### src/rtl/td_fifo_reader_pkg.sv
// Shared types for the TaggedDirection FIFO consumer path.
//   tagged_direction_t : one FIFO entry {tag, x, y, z}, tag in the MSBs
//   TD_SKID_DEPTH      : number of entries held by the reader's skid buffer
//   OCC_*              : skid-buffer occupancy encodings
//   td_pending         : entries owned by the reader once this cycle's pop retires
package td_fifo_reader_pkg;

  localparam int unsigned TD_WIDTH    = 16;
  localparam int unsigned TD_TAG_SIZE = 8;

  typedef struct packed {
    logic [TD_TAG_SIZE-1:0] tag;
    logic [TD_WIDTH-1:0]    x;
    logic [TD_WIDTH-1:0]    y;
    logic [TD_WIDTH-1:0]    z;
  } tagged_direction_t;

  localparam int unsigned TD_SKID_DEPTH = 2;

  localparam logic [1:0] OCC_EMPTY = 2'd0;
  localparam logic [1:0] OCC_ONE   = 2'd1;
  localparam logic [1:0] OCC_TWO   = 2'd2;

  // Buffered entries plus the read in flight, less the entry leaving this cycle.
  // A pop only happens with a non-empty buffer, so this never underflows.
  function automatic logic [2:0] td_pending(input logic [1:0] occ,
                                            input logic       inflight,
                                            input logic       pop);
    return {1'b0, occ} + {2'b00, inflight} - {2'b00, pop};
  endfunction

endpackage

### src/rtl/td_skid2.sv
// Two-entry ordered register buffer.
//   push  : store din behind the current contents
//   pop   : retire the head entry
//   flush : empty the buffer at the next edge; overrides push
//   occ   : occupancy (OCC_EMPTY / OCC_ONE / OCC_TWO)
//   head  : oldest entry; holds its value while no pop occurs
module td_skid2
  import td_fifo_reader_pkg::*;
#(
  parameter int unsigned DW = $bits(tagged_direction_t)
) (
  input  logic          clk,
  input  logic          reset_n,
  input  logic          push,
  input  logic          pop,
  input  logic          flush,
  input  logic [DW-1:0] din,
  output logic [1:0]    occ,
  output logic [DW-1:0] head
);

  logic [DW-1:0] e0_q, e0_d;
  logic [DW-1:0] e1_q, e1_d;
  logic [1:0]    occ_q, occ_d;

  always_comb begin
    e0_d  = e0_q;
    e1_d  = e1_q;
    occ_d = occ_q;
    if (flush) begin
      occ_d = OCC_EMPTY;
    end else begin
      case (occ_q)
        OCC_EMPTY: begin
          if (push) begin
            e0_d  = din;
            occ_d = OCC_ONE;
          end
        end
        OCC_ONE: begin
          if (push && pop) begin
            e0_d = din;
          end else if (push) begin
            e1_d  = din;
            occ_d = OCC_TWO;
          end else if (pop) begin
            occ_d = OCC_EMPTY;
          end
        end
        OCC_TWO: begin
          // Push without pop cannot occur here: the issue rule upstream prevents it.
          if (pop) begin
            e0_d = e1_q;
            if (push) begin
              e1_d = din;
            end else begin
              occ_d = OCC_ONE;
            end
          end
        end
        default: occ_d = OCC_EMPTY;
      endcase
    end
  end

  always_ff @(posedge clk or negedge reset_n) begin
    if (!reset_n) begin
      e0_q  <= '0;
      e1_q  <= '0;
      occ_q <= OCC_EMPTY;
    end else begin
      e0_q  <= e0_d;
      e1_q  <= e1_d;
      occ_q <= occ_d;
    end
  end

  assign occ  = occ_q;
  assign head = e0_q;

endmodule

### src/rtl/td_fifo_reader.sv
// Consumer-side front end for the TaggedDirection BRAM FIFO. Issues reads, absorbs the
// FIFO's one-cycle read latency and presents entries on a ready/valid stream.
//   clk, reset_n        : clock, asynchronous active-low reset
//   fifo_ready          : FIFO non-empty
//   fifo_read           : read strobe (combinational)
//   fifo_dir            : FIFO read data, valid the cycle after fifo_read
//   m_valid/m_ready/m_dir : output stream; m_dir is the skid-buffer head
//   flush               : drop buffered and in-flight entries
//   delivered           : handshake counter, wraps modulo 2^CNT_W
// Data ports are flat vectors laid out as tagged_direction_t ({tag, x, y, z}).
module td_fifo_reader
  import td_fifo_reader_pkg::*;
#(
  parameter int unsigned WIDTH    = TD_WIDTH,
  parameter int unsigned TAG_SIZE = TD_TAG_SIZE,
  parameter int unsigned CNT_W    = 32
) (
  input  logic                        clk,
  input  logic                        reset_n,
  input  logic                        fifo_ready,
  output logic                        fifo_read,
  input  logic [3*WIDTH+TAG_SIZE-1:0] fifo_dir,
  output logic                        m_valid,
  input  logic                        m_ready,
  output logic [3*WIDTH+TAG_SIZE-1:0] m_dir,
  input  logic                        flush,
  output logic [CNT_W-1:0]            delivered
);

  localparam int unsigned DW = 3 * WIDTH + TAG_SIZE;

  logic             inflight_q, inflight_d;
  logic [CNT_W-1:0] delivered_q, delivered_d;
  logic [1:0]       occ;
  logic             pop;

  assign m_valid = (occ != OCC_EMPTY);
  assign pop     = m_valid && m_ready;

  // The pop term lets reads resume in the same cycle backpressure releases.
  // Gating with reset_n keeps the strobe low while the FIFO is also held in reset.
  assign fifo_read = reset_n && fifo_ready && !flush &&
                     (td_pending(occ, inflight_q, pop) < 3'(TD_SKID_DEPTH));

  // fifo_read is already low during a flush, so this also clears the in-flight flag.
  assign inflight_d  = fifo_read;
  assign delivered_d = delivered_q + CNT_W'(pop);

  always_ff @(posedge clk or negedge reset_n) begin
    if (!reset_n) begin
      inflight_q  <= 1'b0;
      delivered_q <= '0;
    end else begin
      inflight_q  <= inflight_d;
      delivered_q <= delivered_d;
    end
  end

  assign delivered = delivered_q;

  // The FIFO's valid_out is sticky, so capture is driven by our own in-flight flag.
  td_skid2 #(
    .DW (DW)
  ) u_skid (
    .clk     (clk),
    .reset_n (reset_n),
    .push    (inflight_q),
    .pop     (pop),
    .flush   (flush),
    .din     (fifo_dir),
    .occ     (occ),
    .head    (m_dir)
  );

endmodule

### config.mk
export PLATFORM = sky130hd
export DESIGN_NAME = td_fifo_reader
export DESIGN_NICKNAME = d
export VERILOG_FILES = /design/src/rtl/td_fifo_reader_pkg.sv /design/src/rtl/td_skid2.sv /design/src/rtl/td_fifo_reader.sv
export SDC_FILE = /design/constraint.sdc
export NUM_CORES = 1
export LEC_CHECK = 0
export CORE_MARGIN = 10
export CORE_UTILIZATION = 45
export CTS_CLUSTER_DIAMETER = 120
export DETAILED_ROUTE_END_ITERATION = 8
export GPL_TIMING_DRIVEN = 0
export HOLD_SLACK_MARGIN = 0.15
export PLACE_DENSITY_LB_ADDON = 0.15
export SLEW_MARGIN = 25
export SYNTH_ARGS = -nofsm -noshare
export SYNTH_HDL_FRONTEND = slang
export SYNTH_SLANG_ARGS = --single-unit
### constraint.sdc
create_clock -name clk -period 2.6 [get_ports clk]
set_input_delay 0.78 -clock clk [delete_from_list [all_inputs] [get_ports clk]]
set_output_delay 0.78 -clock clk [all_outputs]
set_load 0.005 [all_outputs]
==> metrics.md <==
| Metric | Value |
|---|---|
| WL final | 15,400 µm |
| Status | complete, but fails checks |
| Clk buf depth | 2 |
| Total net switching power | around 0.0014 W |
| Core Region | about 15,000 µm² |
| Max Cap Viol | 0 |
| Worst skew pair latency | ~0.42 ns |
| Area share of the largest cell type after synthesis | 54.6% |
| Setup TNS Final | -0.246 ns |
| Element type at the critical path start | flip-flop |
| Peak supply drop | 0.485 mV |
| CP required | 1.82 ns |
| First-pass GRT wire length | 24,900 µm |
| Leakage power | 4.19 nW |
| CP Launch Point | u_skid.occ[0] |
| CTS Sinks | roughly 150 |
| Post-route antenna net violation count | 0 |
| Cell family with most CP delay | simple AND/OR/NAND/NOR gates |
| Post-Syn Instances | 447 |
| Cell Count, Final, Fillers Out | 820 |
| Syn_nets | approximately 510 |
| PwrDens | between 600 and 700 nW/µm² |
| Post-DP HPWL | about 11,000 µm |
| Depth of the worst register-to-register path | 8 |
| CP Cell Sequence | nor3_4 > o21ai_2 > fa_1 > nand4b_1 > nor2_2 > buf_2 |
| Worst Path Arrival | a little over 2 ns |
| CTS Buf Count | 17 |
| Prevailing post-synth register cell | dfrtp_1 |
| Drt wl/cell | about 19 µm |
| Worst-margin pin slew | 0.629 ns |
| Drt initial violations | 106 |
| Finished Cell Area | 9180 µm² |
| RSZ-0062 raised after global routing | yes |
| Largest net degree at the start of global routing | between 60 and 70 |
| Endpoints failing setup | 1 |
| GRT Util Overall | 15.5% |
| R2R Path Start | u_skid.occ[0] |
| Minimum clock period | between 2 and 3 ns |
| Vias | approximately 4,200 |
| Die Ht | 142 µm |
| Placed cells | 782 |
| Tcrit/Tclk final | 109% |
| Combinational fraction of design power | 17.7% |
| Worst r2r dst | delivered[21] |
| # IOs | 151 |
| Placed instance area | 8510 µm² |
| Final slew viol count | 0 |
| Largest cells by area after synthesis | dfrtp_1, mux2_2, mux2_4, mux2_1, xnor2_1 |
| Fin util | about 63% |
| Slew margin rel. | about 58% |
| N_diodes | 0 |
| Slowest stage delay, CP | 0.48 ns |
| Violated checks | setup timing |
| Slowest CP cell | fa_1 |
| # fillers | 1,114 |
| Pint | 0.00490 W |
| Initial Utilization | a little under half |
| Row cnt | 44 |
| Die X | 142 µm |
| Nets@finish | 687 |
| Worst R2R Setup Slack | around 0.25 ns |
| Final Skew | a little under 0.007 ns |
| H-tree Lvls | 4 |
| HP Class | in -> async |
| Post-synth EDFFs | 0 |
| Share of cells above drive strength 1 | between 30% and 40% |
| Reg power frac | 44.0% |
| Final Hold Viols | 0 |
| Worst Path Max Fanout | 5 |
| Cell taking the most area after synthesis | dfrtp_1 |
| Grt ovf | 0 |
| Number of global-route vias before repair | 4,542 |
| CTS root buf | clkbuf_16 |
| Drt drc | 0 |
| Vias per cell | 5.07 |
| DRT Pass-1 Iters | 4 |
| Post-synth ARST share | 100% |
| Clock power share | 38.3% |
| PortBufs | 150 |
| Mapped cell area | 6740 µm² |
| CTS tree | done |
| Crit end category | output port |
| Yosys warning count | 0 |
| GPL Wtd Cong | 0.801 |
| Area growth syn-to-layout | 36.2% |
| Fin worst setup slack | -0.246 ns |
| Crit Path Class | reg -> out |
| Switching share of total power | 22.8% |
| Count of cell types in the netlist | 34 |
| Register area share after synthesis | 54.6% |
| Synth Register Bits | 147 |
| Buf+Inv Stages, Crit Path | 1 |
| Average size of a mapped cell | 15.1 µm² |
| Die ar. | 20,300 µm² |
| Initial antenna violation count | 0 |
| Reg clk slew, reported paths | 0.06 ns |
| Hold buffer count at cts | 0 |
| Max frequency | 351 MHz |
[per-layer routing]
metal	GRT usage [%]	up-vias	share of wire, %	routed length (µm)
li1	-	1944	-	-
met1	18.1	2095	42	6410
met2	25.3	100	50	7650
met3	6.07	16	7.3	1130
met4	5.48	0	1.6	250
met5	0	-	0	0
[cell type report]
| type | count | area (µm²) | share of cell area, % |
|---|---|---|---|
| Buffer | 19 | 163 | 1.77 |
| Clock buffer | 23 | 488 | 5.31 |
| Clock inverter | 9 | 103 | 1.12 |
| Inverter | 4 | 17.5 | 0.191 |
| Multi-Input combinational cell | 277 | 2900 | 31.5 |
| Sequential cell | 147 | 3680 | 40.1 |
| Tap cell | 184 | 230 | 2.51 |
| Timing Repair Buffer | 157 | 1610 | 17.5 |
[kinds of logic (layout without fill, tap and decap cells)]
family                     count (synthesis)  count (layout)  synth area share (%)
buffers and inverters                     23             212                  2.63
adders and majority gates                  3               3                 0.668
muxes                                    168             168                  30.8
DFF                                      147             147                  54.6
xor gates and xnor gates                  31              31                  4.03
AOI/OAI and AO/OA                          8               8                 0.761
and+or+nand+nor                           67              67                  6.51
[Yosys cell counts (2+ instances only)]
master	count
xnor2_1	24
and4_1	2
nor2b_1	4
mux2_2	78
xor2_1	7
or2_2	2
nor2_1	10
nand4_1	9
a21oi_1	2
o21ai_0	3
and3_1	3
buf_2	7
ha_1	2
nand3_1	11
mux2_4	50
mux2_1	40
nand2_1	13
buf_6	11
dfrtp_1	147
inv_1	4
nor4_4	3
and2_1	3
[metrics by stage]
stage | setup slack, ns | hold slack, ns | total power, W
2_1_floorplan | 0.00810 | 0.468 | 0.00318
3_5_place_dp | -1.32 | 0.466 | 0.00397
4_1_cts | -0.276 | 0.319 | 0.00644
6_report | -0.246 | 0.305 | 0.00634
5_1_grt | -0.352 | 0.340 | 0.00662
3_3_place_gp | -5.66 | 0.460 | 0.00392
[power by group through the flow]
stage	Clock (W)	Combinational [W]	Sequential, W
2_1_floorplan	0	0.000372	0.00281
3_3_place_gp	0	0.00110	0.00281
5_1_grt	0.00257	0.00122	0.00283
3_5_place_dp	0	0.00113	0.00283
6_report	0.00243	0.00113	0.00279
4_1_cts	0.00249	0.00116	0.00280
[how the worst max path moves through the flow]
stage	end	slack, ns	depth (start not counted)
floorplan	fifo_read	0.008	6
global placement	fifo_read	-5.66	4
detailed placement	fifo_read	-1.32	8
CTS	fifo_read	-0.28	8
global route	fifo_read	-0.35	6
finish	fifo_read	-0.25	6
[repair_timing]
action / 4_1_cts / 5_1_grt
pin swaps: 5 / 4
endpoints found under the setup margin: 5 / 1
cloned: 1 / 0
resized for setup: 18 / 2
setup buffers: 5 / 0
[registers in the layout, indices dropped and copies added (netlist names)]
name,flops
delivered,32
inflight_q,1
u_skid.head,56
u_skid.occ,2
u_skid.e1_q,56
[placed cells by master, fill, tap and decap left out, types with 2 or more instances in the layout]
| cell | n |
|---|---|
| nand2_1 | 13 |
| nand3_1 | 11 |
| dfrtp_2 | 2 |
| a21oi_1 | 2 |
| clkdlybuf4s50_1 | 146 |
| or2_2 | 2 |
| nor4_4 | 3 |
| buf_8 | 2 |
| buf_2 | 8 |
| and2_1 | 3 |
| clkinv_2 | 4 |
| xnor2_1 | 24 |
| clkbuf_1 | 3 |
| mux2_1 | 40 |
| nand4_1 | 9 |
| and3_1 | 3 |
| bufinv_16 | 2 |
| ha_1 | 2 |
| dfrtp_1 | 145 |
| mux2_4 | 50 |
| buf_6 | 11 |
| clkbuf_16 | 17 |
| inv_1 | 2 |
| o21ai_0 | 2 |
| buf_4 | 5 |
| xor2_1 | 7 |
| mux2_2 | 78 |
| and4_1 | 2 |
| clkinvlp_4 | 3 |
| nor2_1 | 9 |
| nor2b_1 | 3 |
| o21ai_2 | 2 |
| clkbuf_8 | 4 |
No activity file was read; power rests on OpenSTA's default activity.
